File: config.mk
export PLATFORM = sky130hd
export DESIGN_NAME = dcache_dm
export DESIGN_NICKNAME = d
export VERILOG_FILES = /design/src/rtl/dcache_dm.sv
export SDC_FILE = /design/constraint.sdc
export NUM_CORES = 2
export LEC_CHECK = 0
export BUFFER_PORTS_ARGS = -buffer_cell sky130_fd_sc_hd__buf_2
export CAP_MARGIN = 15
export CORE_UTILIZATION = 57
export DETAILED_ROUTE_END_ITERATION = 16
export PLACE_DENSITY_LB_ADDON = 0.05
export SKIP_CTS_REPAIR_TIMING = 1
export SLEW_MARGIN = 0
export SYNTH_ARGS = -nofsm -noshare
export SYNTH_HDL_FRONTEND = slang
export SYNTH_SLANG_ARGS = --single-unit
File: constraint.sdc
create_clock -name clk -period 5.6 [get_ports clk]
set_clock_uncertainty 0.05 [all_clocks]
set_input_delay 0.84 -clock clk [delete_from_list [all_inputs] [get_ports clk]]
set_output_delay 0.84 -clock clk [all_outputs]
set_load 0.02 [all_outputs]
File: src/rtl/dcache_dm.sv
// dcache_dm - direct-mapped, write-through, no-write-allocate data cache
// between the store/load buffer (SLB) and the memory controller (MC).
// One outstanding request at a time, tagged with the SLB nick.
//
// Ports:
//   clk, rst            clock, synchronous active-high reset
//   rdy                 global enable; low freezes every register and the arrays
//   iFlush              invalidate all lines at the next edge
//   iSLB_*              request from the SLB (ls: 0=load 1=store, len in bytes)
//   oSLB_busy           high while a request is being processed
//   oSLB_done/dt/nick   one-cycle completion pulse with load data and tag
//   oMC_*               one-cycle request pulse to the memory controller
//   iMC_done/iMC_dt     MC completion pulse with read data
//
// Handshake: the SLB presents iSLB_en with its fields; the request is taken
// on the first rising edge (with rdy=1) where iSLB_en=1 and oSLB_busy=0.
// While oSLB_busy=1 iSLB_en is ignored and the SLB must keep holding it.
// iMC_done is only honoured while waiting on an MC transaction.
//
// The FSM state is kept in the typed signal `state` for probing.
module dcache_dm #(
    parameter int ADDR_W  = 32,
    parameter int DATA_W  = 32,
    parameter int NICK_W  = 4,
    parameter int LEN_W   = 3,
    parameter int INDEX_W = 6,
    parameter logic [ADDR_W-1:0] IO_BASE = 32'h30000
) (
    input  logic              clk,
    input  logic              rst,
    input  logic              rdy,
    input  logic              iFlush,
    input  logic              iSLB_en,
    input  logic              iSLB_ls,
    input  logic [ADDR_W-1:0] iSLB_pc,
    input  logic [DATA_W-1:0] iSLB_dt,
    input  logic [LEN_W-1:0]  iSLB_len,
    input  logic [NICK_W-1:0] iSLB_nick,
    output logic              oSLB_busy,
    output logic              oSLB_done,
    output logic [DATA_W-1:0] oSLB_dt,
    output logic [NICK_W-1:0] oSLB_nick,
    output logic              oMC_en,
    output logic              oMC_ls,
    output logic [ADDR_W-1:0] oMC_pc,
    output logic [DATA_W-1:0] oMC_dt,
    output logic [LEN_W-1:0]  oMC_len,
    input  logic              iMC_done,
    input  logic [DATA_W-1:0] iMC_dt
);

    localparam int LINES = 1 << INDEX_W;
    localparam int TAG_W = ADDR_W - INDEX_W - 2;

    typedef enum logic [1:0] {
        S_IDLE   = 2'd0,
        S_LOOKUP = 2'd1,
        S_WAIT   = 2'd2
    } state_t;

    state_t state, state_n;

    // Latched request
    logic              r_ls;
    logic [ADDR_W-1:0] r_pc;
    logic [DATA_W-1:0] r_dt;
    logic [LEN_W-1:0]  r_len;
    logic [NICK_W-1:0] r_nick;

    // Cache arrays
    logic [LINES-1:0]  valid;
    logic [TAG_W-1:0]  tag_arr  [LINES];
    logic [DATA_W-1:0] data_arr [LINES];

    // Next values of the registered outputs and array write controls
    logic              slb_done_n, mc_en_n, mc_ls_n;
    logic [DATA_W-1:0] slb_dt_n, mc_dt_n, wr_data;
    logic [NICK_W-1:0] slb_nick_n;
    logic [ADDR_W-1:0] mc_pc_n;
    logic [LEN_W-1:0]  mc_len_n;
    logic              wr_line, fill;

    // Byte mask covering the low `len` bytes of a word.
    function automatic logic [DATA_W-1:0] len_mask(input logic [LEN_W-1:0] len);
        logic [DATA_W-1:0] m;
        m = '0;
        for (int b = 0; b < DATA_W / 8; b++) begin
            if (b < int'(len)) m[8*b +: 8] = 8'hFF;
        end
        return m;
    endfunction

    logic [1:0]         off;
    logic [INDEX_W-1:0] idx;
    logic [TAG_W-1:0]   tag;
    logic [4:0]         sh;
    logic               cacheable, hit;
    logic [DATA_W-1:0]  line, mask;

    assign off       = r_pc[1:0];
    assign idx       = r_pc[INDEX_W+1:2];
    assign tag       = r_pc[ADDR_W-1:INDEX_W+2];
    assign sh        = {off, 3'b000};
    assign cacheable = r_pc < IO_BASE;
    assign line      = data_arr[idx];
    assign mask      = len_mask(r_len);
    // A flush in the lookup cycle invalidates the line, so it must miss.
    assign hit       = cacheable && valid[idx] && (tag_arr[idx] == tag) && !iFlush;

    // State register
    always_ff @(posedge clk) begin
        if (rst)      state <= S_IDLE;
        else if (rdy) state <= state_n;
    end

    // Next-state logic
    always_comb begin
        state_n = state;
        case (state)
            S_IDLE:   if (iSLB_en) state_n = S_LOOKUP;
            S_LOOKUP: state_n = (!r_ls && hit) ? S_IDLE : S_WAIT;
            S_WAIT:   if (iMC_done) state_n = S_IDLE;
            default:  state_n = S_IDLE;
        endcase
    end

    // Output logic: next values for the output registers and array writes.
    // Pulses default low; data/address outputs hold their last value.
    always_comb begin
        slb_done_n = 1'b0;
        slb_dt_n   = oSLB_dt;
        slb_nick_n = oSLB_nick;
        mc_en_n    = 1'b0;
        mc_ls_n    = oMC_ls;
        mc_pc_n    = oMC_pc;
        mc_dt_n    = oMC_dt;
        mc_len_n   = oMC_len;
        wr_line    = 1'b0;
        wr_data    = line;
        fill       = 1'b0;
        case (state)
            S_LOOKUP: begin
                if (!r_ls && hit) begin
                    slb_done_n = 1'b1;
                    slb_dt_n   = (line >> sh) & mask;
                    slb_nick_n = r_nick;
                end else begin
                    mc_en_n = 1'b1;
                    mc_ls_n = r_ls;
                    mc_dt_n = r_dt;
                    if (!r_ls && cacheable) begin
                        // Line fill: fetch the whole word
                        mc_pc_n  = {r_pc[ADDR_W-1:2], 2'b00};
                        mc_len_n = LEN_W'(4);
                    end else begin
                        mc_pc_n  = r_pc;
                        mc_len_n = r_len;
                    end
                    // Write-through: update the cached copy on a store hit
                    if (r_ls && hit) begin
                        wr_line = 1'b1;
                        wr_data = (line & ~(mask << sh)) | ((r_dt & mask) << sh);
                    end
                end
            end
            S_WAIT: begin
                if (iMC_done) begin
                    slb_done_n = 1'b1;
                    slb_nick_n = r_nick;
                    if (r_ls)           slb_dt_n = '0;
                    else if (cacheable) slb_dt_n = (iMC_dt >> sh) & mask;
                    else                slb_dt_n = iMC_dt & mask;
                    fill = !r_ls && cacheable && !iFlush;
                end
            end
            default: ;
        endcase
    end

    // Output, request-latch and valid-bit registers
    always_ff @(posedge clk) begin
        if (rst) begin
            oSLB_busy <= 1'b0;
            oSLB_done <= 1'b0;
            oSLB_dt   <= '0;
            oSLB_nick <= '0;
            oMC_en    <= 1'b0;
            oMC_ls    <= 1'b0;
            oMC_pc    <= '0;
            oMC_dt    <= '0;
            oMC_len   <= '0;
            r_ls      <= 1'b0;
            r_pc      <= '0;
            r_dt      <= '0;
            r_len     <= '0;
            r_nick    <= '0;
            valid     <= '0;
        end else if (rdy) begin
            oSLB_busy <= (state_n != S_IDLE);
            oSLB_done <= slb_done_n;
            oSLB_dt   <= slb_dt_n;
            oSLB_nick <= slb_nick_n;
            oMC_en    <= mc_en_n;
            oMC_ls    <= mc_ls_n;
            oMC_pc    <= mc_pc_n;
            oMC_dt    <= mc_dt_n;
            oMC_len   <= mc_len_n;
            if (state == S_IDLE && iSLB_en) begin
                r_ls   <= iSLB_ls;
                r_pc   <= iSLB_pc;
                r_dt   <= iSLB_dt;
                r_len  <= iSLB_len;
                r_nick <= iSLB_nick;
            end
            if (iFlush)    valid      <= '0;
            else if (fill) valid[idx] <= 1'b1;
        end
    end

    // Data and tag arrays (not reset; guarded by the valid bits)
    always_ff @(posedge clk) begin
        if (!rst && rdy) begin
            if (fill) begin
                data_arr[idx] <= iMC_dt;
                tag_arr[idx]  <= tag;
            end else if (wr_line) begin
                data_arr[idx] <= wr_data;
            end
        end
    end

endmodule
-- Yosys cells after proc, flatten, opt, wreduce, memory -nomap -nowiden
Memories as Yosys holds them, arrays and structs flattened. A register that Yosys moved wholly into a read port is not among the register bits.
Index checks and enable logic that the tools add are counted.
- output and inout port bits: 107
- memories: 2
- bits of input ports: 110
- register bits: 245
- word-level logic and storage cells: 114
- bits in writable memories: 3584
- memory list (name ; depth ; width ; read ports ; clocked after memory_dff ; wr ports ; line ; source):
    data_arr ; 64 ; 32 ; 1 ; 1 ; 1 ; 73 ; logic [DATA_W-1:0] data_arr [LINES];
    tag_arr ; 64 ; 24 ; 1 ; 1 ; 1 ; 72 ; logic [TAG_W-1:0] tag_arr [LINES];
- equality and inequality tests: 5
- reduce and logical (&&, ||, !) cells: 21
- shift-type cells: 4
- multiplexer cells: 49
- order comparisons: 7
- bitwise gates (word level): 10
- operator list (kind ; number):
    two-way mux 32 bit ; 8
    bitwise AND 32 bit ; 5
    two-way mux 64 bit ; 2
    bitwise OR 64 bit ; 1
    one-hot mux 32 bit (2 select lines) ; 1
    left shift 32 x 5 -> 32 bit ; 2
    right shift 32 x 5 -> 32 bit ; 2
    < comparator 32 x 18 -> 1 bit (second input constant) ; 1
    two-way mux 8 bit ; 4
    NOT 32 bit ; 1
    bitwise OR 32 bit ; 1
    == test 24 bit ; 1
    two-way mux 6 bit ; 4
    two-way mux 1 bit ; 18
    logical AND 1 bit ; 10
    two-way mux 2 bit ; 4
    two-way mux 4 bit ; 2
    one-hot mux 4 bit (2 select lines) ; 1
    < comparator 6 x 7 -> 1 bit (second input constant) ; 1
    binary-select mux 1 bit (select 6 bit) ; 1
    demux 1 bit (select 6 bit) ; 1
    greater-or-equal comparator 6 x 1 -> 1 bit (second input constant) ; 1
    < comparator 1 x 3 -> 1 bit (first input constant) ; 2
    < comparator 2 x 3 -> 1 bit (first input constant) ; 2
    14 further kinds ; 20

-- Depth between registers and ports, before layout
- word-level depth: 14
- depth in mapped cells: 21
- depth with buffers taken out: 10

-- Worst setup path after synthesis
OpenSTA, ideal clock, no wires.
- kind: flip-flop to flip-flop
- start: register with a tool-made name
- end: memory data_arr[61][0], enable pin
- clock period less this slack: 6.244 ns
- path buffers: 6
- slack: -0.644 ns
- library setup time: 0.461 ns
- data required time: 5.089 ns
- cell stages (with the launch flop): 17
- arrival time: 5.733 ns
- cells stage by stage: dfxtp_1 > buf_6 > buf_4 > buf_4 > mux4_2 > a22oi_1 > a21oi_1 > or3_1 > a2111oi_0 > o211ai_1 > nor4_1 > and4_1 > buf_4 > a21boi_0 > clkbuf_1 > clkbuf_1 > nor3_1
- RTL lines (what ; line):
    to (decl) ; 73

==> results.md <==
- P&R area growth vs syn: 15.3%
- Final GP Congestion: about 0.94
- Hold WS: 0.0723 ns
- Critical Path AT: between 6 and 7 ns
- Full die area: 266000 um2
- Synth Instances: 7498
- EDFF count, synth: 3584
- Fmax: ~170 MHz
- Unique masters post-synth: between 70 and 80
- DR iter-0 viols: 10300
- CP Max Fanout: 64
- GRT Residual Overflow: 0
- Sequential fraction of the synthesis area: 74.9%
- Final setup violation count: 1926
- Final WL: 431000 um
- Top cell type's share of synthesized area: a little under three quarters
- First-pass GRT wire length: ~600000 um
- Placed Instances: about 11000
- Die span in y: 516 um
- CTS root buffer: clkbuf_16
- Initial core utilization: a little under three fifths
- Worst setup margin: -0.212 ns
- Syn_nets: approximately 7600
- NetSw: 13.0 mW
- Min Tclk post-route: ~5.8 ns
- CTS sink cnt: between 3000 and 4000
- Antenna viol nets, final: 0
- Failing checks: negative setup slack
- DP HPWL: roughly 260000 um
- DP Worst Slack: -0.355 ns
- Max-cap viol count: 0
- Count leader, synth: edfxtp_1
- Fin area: 173000 um2
- Crit. End Element: flop
- Worst Setup Path Type: flop to flop
- GRT Total Usage: about a third
- Drt first pass iters: 8
- Rows: about 190
- Req. time, crit path: 6.13 ns
- Clk pwr share: 41.8%
- Pin count of the biggest net entering global routing: roughly 140
- Worst path most repeated cell: buf_12
- Cell taking the most area after synthesis: edfxtp_1
- Power Density: approximately 340 nW/um2
- #FFs+latches synth: about 3800
- Normalized max-slew margin: about a fifth
- Vias: 79600
- Setup TNS: -159.18 ns
- Internal power: 46.7 mW
- Ranking of synthesized cells by area: edfxtp_1 72%, mux4_2 14%, dfxtp_1 3.3%, mux2i_1 2.5%, nand2_1 1.3%
- Worst slew pin tran: 1.20 ns
- Final hold violation count: 0
- Critical path, cell by cell: buf_12 -> nor2_1 -> a22oi_1 -> a21oi_1 -> buf_4 -> or3_1 -> a2111oi_0 -> buf_1 -> buf_4 -> o211ai_1 -> nor4_2 -> buf_4 -> and4_1 -> buf_12 -> and2_2 -> buf_12 -> mux2_2 -> buf_12
- Clock latency on the worst-skew pair: 0.95 ns
- Power consumption: between 50 and 60 mW
- Ys Warns: 0
- Share of cells above drive strength 1: approximately 30%
- Synth Area per Inst: 20.1 um2
- Initial antenna violation count: 9
- Maximum clock path buffer count: 4
- Top_reg_cell synth: edfxtp_1
- CTS tree: yes
- Net Sw Frac: 21.7%
- PortBufs: 216
- Synthesized area: between 150000 and 200000 um2
- Critical path's slowest cell: dfxtp_4
- Min-Delay Path Class: input pin to flop
- Area of the core: about 260000 um2
- Maximum vdd drop: around 0.34 mV
- Run status: finished, violations left
- Worst-path clk slew: 0.06 ns
- CP startpoint kind: flop
- Sequential share of power: 52.6%
- Post-route DRC: 0
- Via-to-Cell Ratio: 6.61
- Leakage: 56.3 nW
- WL/cell: 35.8 um
- Period utilisation layout: 104%
- Fin util: 66.1%
- Fraction of registers with async set or reset after synthesis: 0%
- Top post-synthesis cells by count: 3584 x edfxtp_1, 952 x mux4_2, 536 x nand2_1
- Placement Cell Area: 161000 um2
- Layout Nets: ~8300
- Slowest stage delay, CP: around 0.70 ns
- Non-Filler Instances: 12000
- Num CTS Buffers: between 300 and 400
- Die width: 516 um
- Vias in the first global route: 78600
- Htree depth: 5
- Combinational Power Share: 5.6%
- Final Slew Violations: 0
- Io pins: 217
worst max-delay path, delay by kind of cell, from the launching register on:
family	cells	cell delay, ns
simple gates	5	1.56
mux	1	0.40
buf+inv	8	1.61
flops	1	0.70
compound gates	4	0.94
final timing paths:
path,start,end,slack (ns),cells past startpoint
worst max-delay path,flop,data_arr[33][18],-0.21,18
worst min-delay path,iSLB_dt[0],r_dt[0],0.07,3
worst max register to register,flop,data_arr[33][18],-0.21,18
worst min register to register,oMC_dt[19],oMC_dt[19],0.41,2
cells in the final DEF, fill, tap and decap left out, types with 11 or more instances in the layout:
cell type,netlist,final
a21oi_1,177,163
a21oi_4,0,14
a221oi_1,11,11
a22o_1,16,16
a22oi_1,124,124
a31oi_1,79,79
and2_1,16,16
and3_1,13,12
buf_12,0,178
buf_2,134,215
buf_4,48,388
bufinv_16,0,27
clkbuf_1,190,80
clkbuf_16,0,396
clkinv_1,2,77
clkinv_2,0,73
clkinvlp_4,0,12
dfxtp_1,251,220
dfxtp_2,0,25
edfxtp_1,3584,3584
inv_1,26,21
inv_6,0,14
mux2_2,62,62
mux2i_1,371,371
mux4_2,952,952
nand2_1,536,535
nand2b_1,31,31
nand3_1,72,70
nand4_1,23,23
nor2_1,289,176
nor2_4,0,110
nor2b_1,40,37
nor3_1,39,18
nor3_2,0,21
nor4_1,13,12
o211ai_1,29,29
o21ai_0,32,32
o22ai_1,35,35
or3_1,13,13
metal layers:
layer | part of all wire, % | track usage [%] | up-vias | wire, um
met5 | 0.0030 | 0 | - | 13
met4 | 5.2 | 14.5 | 2 | 22600
met3 | 7.6 | 4.19 | 854 | 32700
met2 | 49 | 53.2 | 4053 | 213000
met1 | 38 | 44.1 | 42400 | 163000
li1 | - | - | 32300 | -
power by group through the flow:
stage,combinational [mW],clock [mW],sequential (mW)
detailed placement,3.29,0,32.0
global route,3.46,26.2,31.4
floorplan,1.83,0,32.0
global placement,3.25,0,32.0
finish,3.33,25.0,31.4
CTS,3.30,25.2,31.4
cell type report:
cell class	instances	area, um2
Clock inverter	212	1810
Multi-Input combinational cell	3173	36500
Clock buffer	481	10300
Sequential cell	3835	113000
Fill cell	17300	88800
Tap cell	3515	4400
Inverter	28	123
Timing Repair Buffer	785	7620
Antenna cell	8	20.0
logic make-up after synthesis:
logic type / after synthesis / synth area share, %
DFF: 3835 / 74.9
muxes: 1392 / 17.3
and+or+nand+nor: 1139 / 3.34
AOI/OAI and AO/OA: 623 / 2.80
buffers and inverters: 490 / 1.61
xor gates and xnor gates: 15 / 0.0873
adders and majority gates: 4 / 0.0333
registers in the layout, summed over array words and instances (netlist names), 2 cells and up, named ones only:
| name | cells |
|---|---|
| state | 2 |
| r_len | 3 |
| valid | 64 |
| r_dt | 32 |
| data_arr | 2048 |
| oMC_dt | 32 |
| r_pc | 32 |
| oMC_len | 3 |
| tag_arr | 1536 |
| oSLB_nick | 4 |
| r_nick | 4 |
| oSLB_dt | 32 |
| oMC_pc | 32 |
Power figures use the tool's default switching activity.
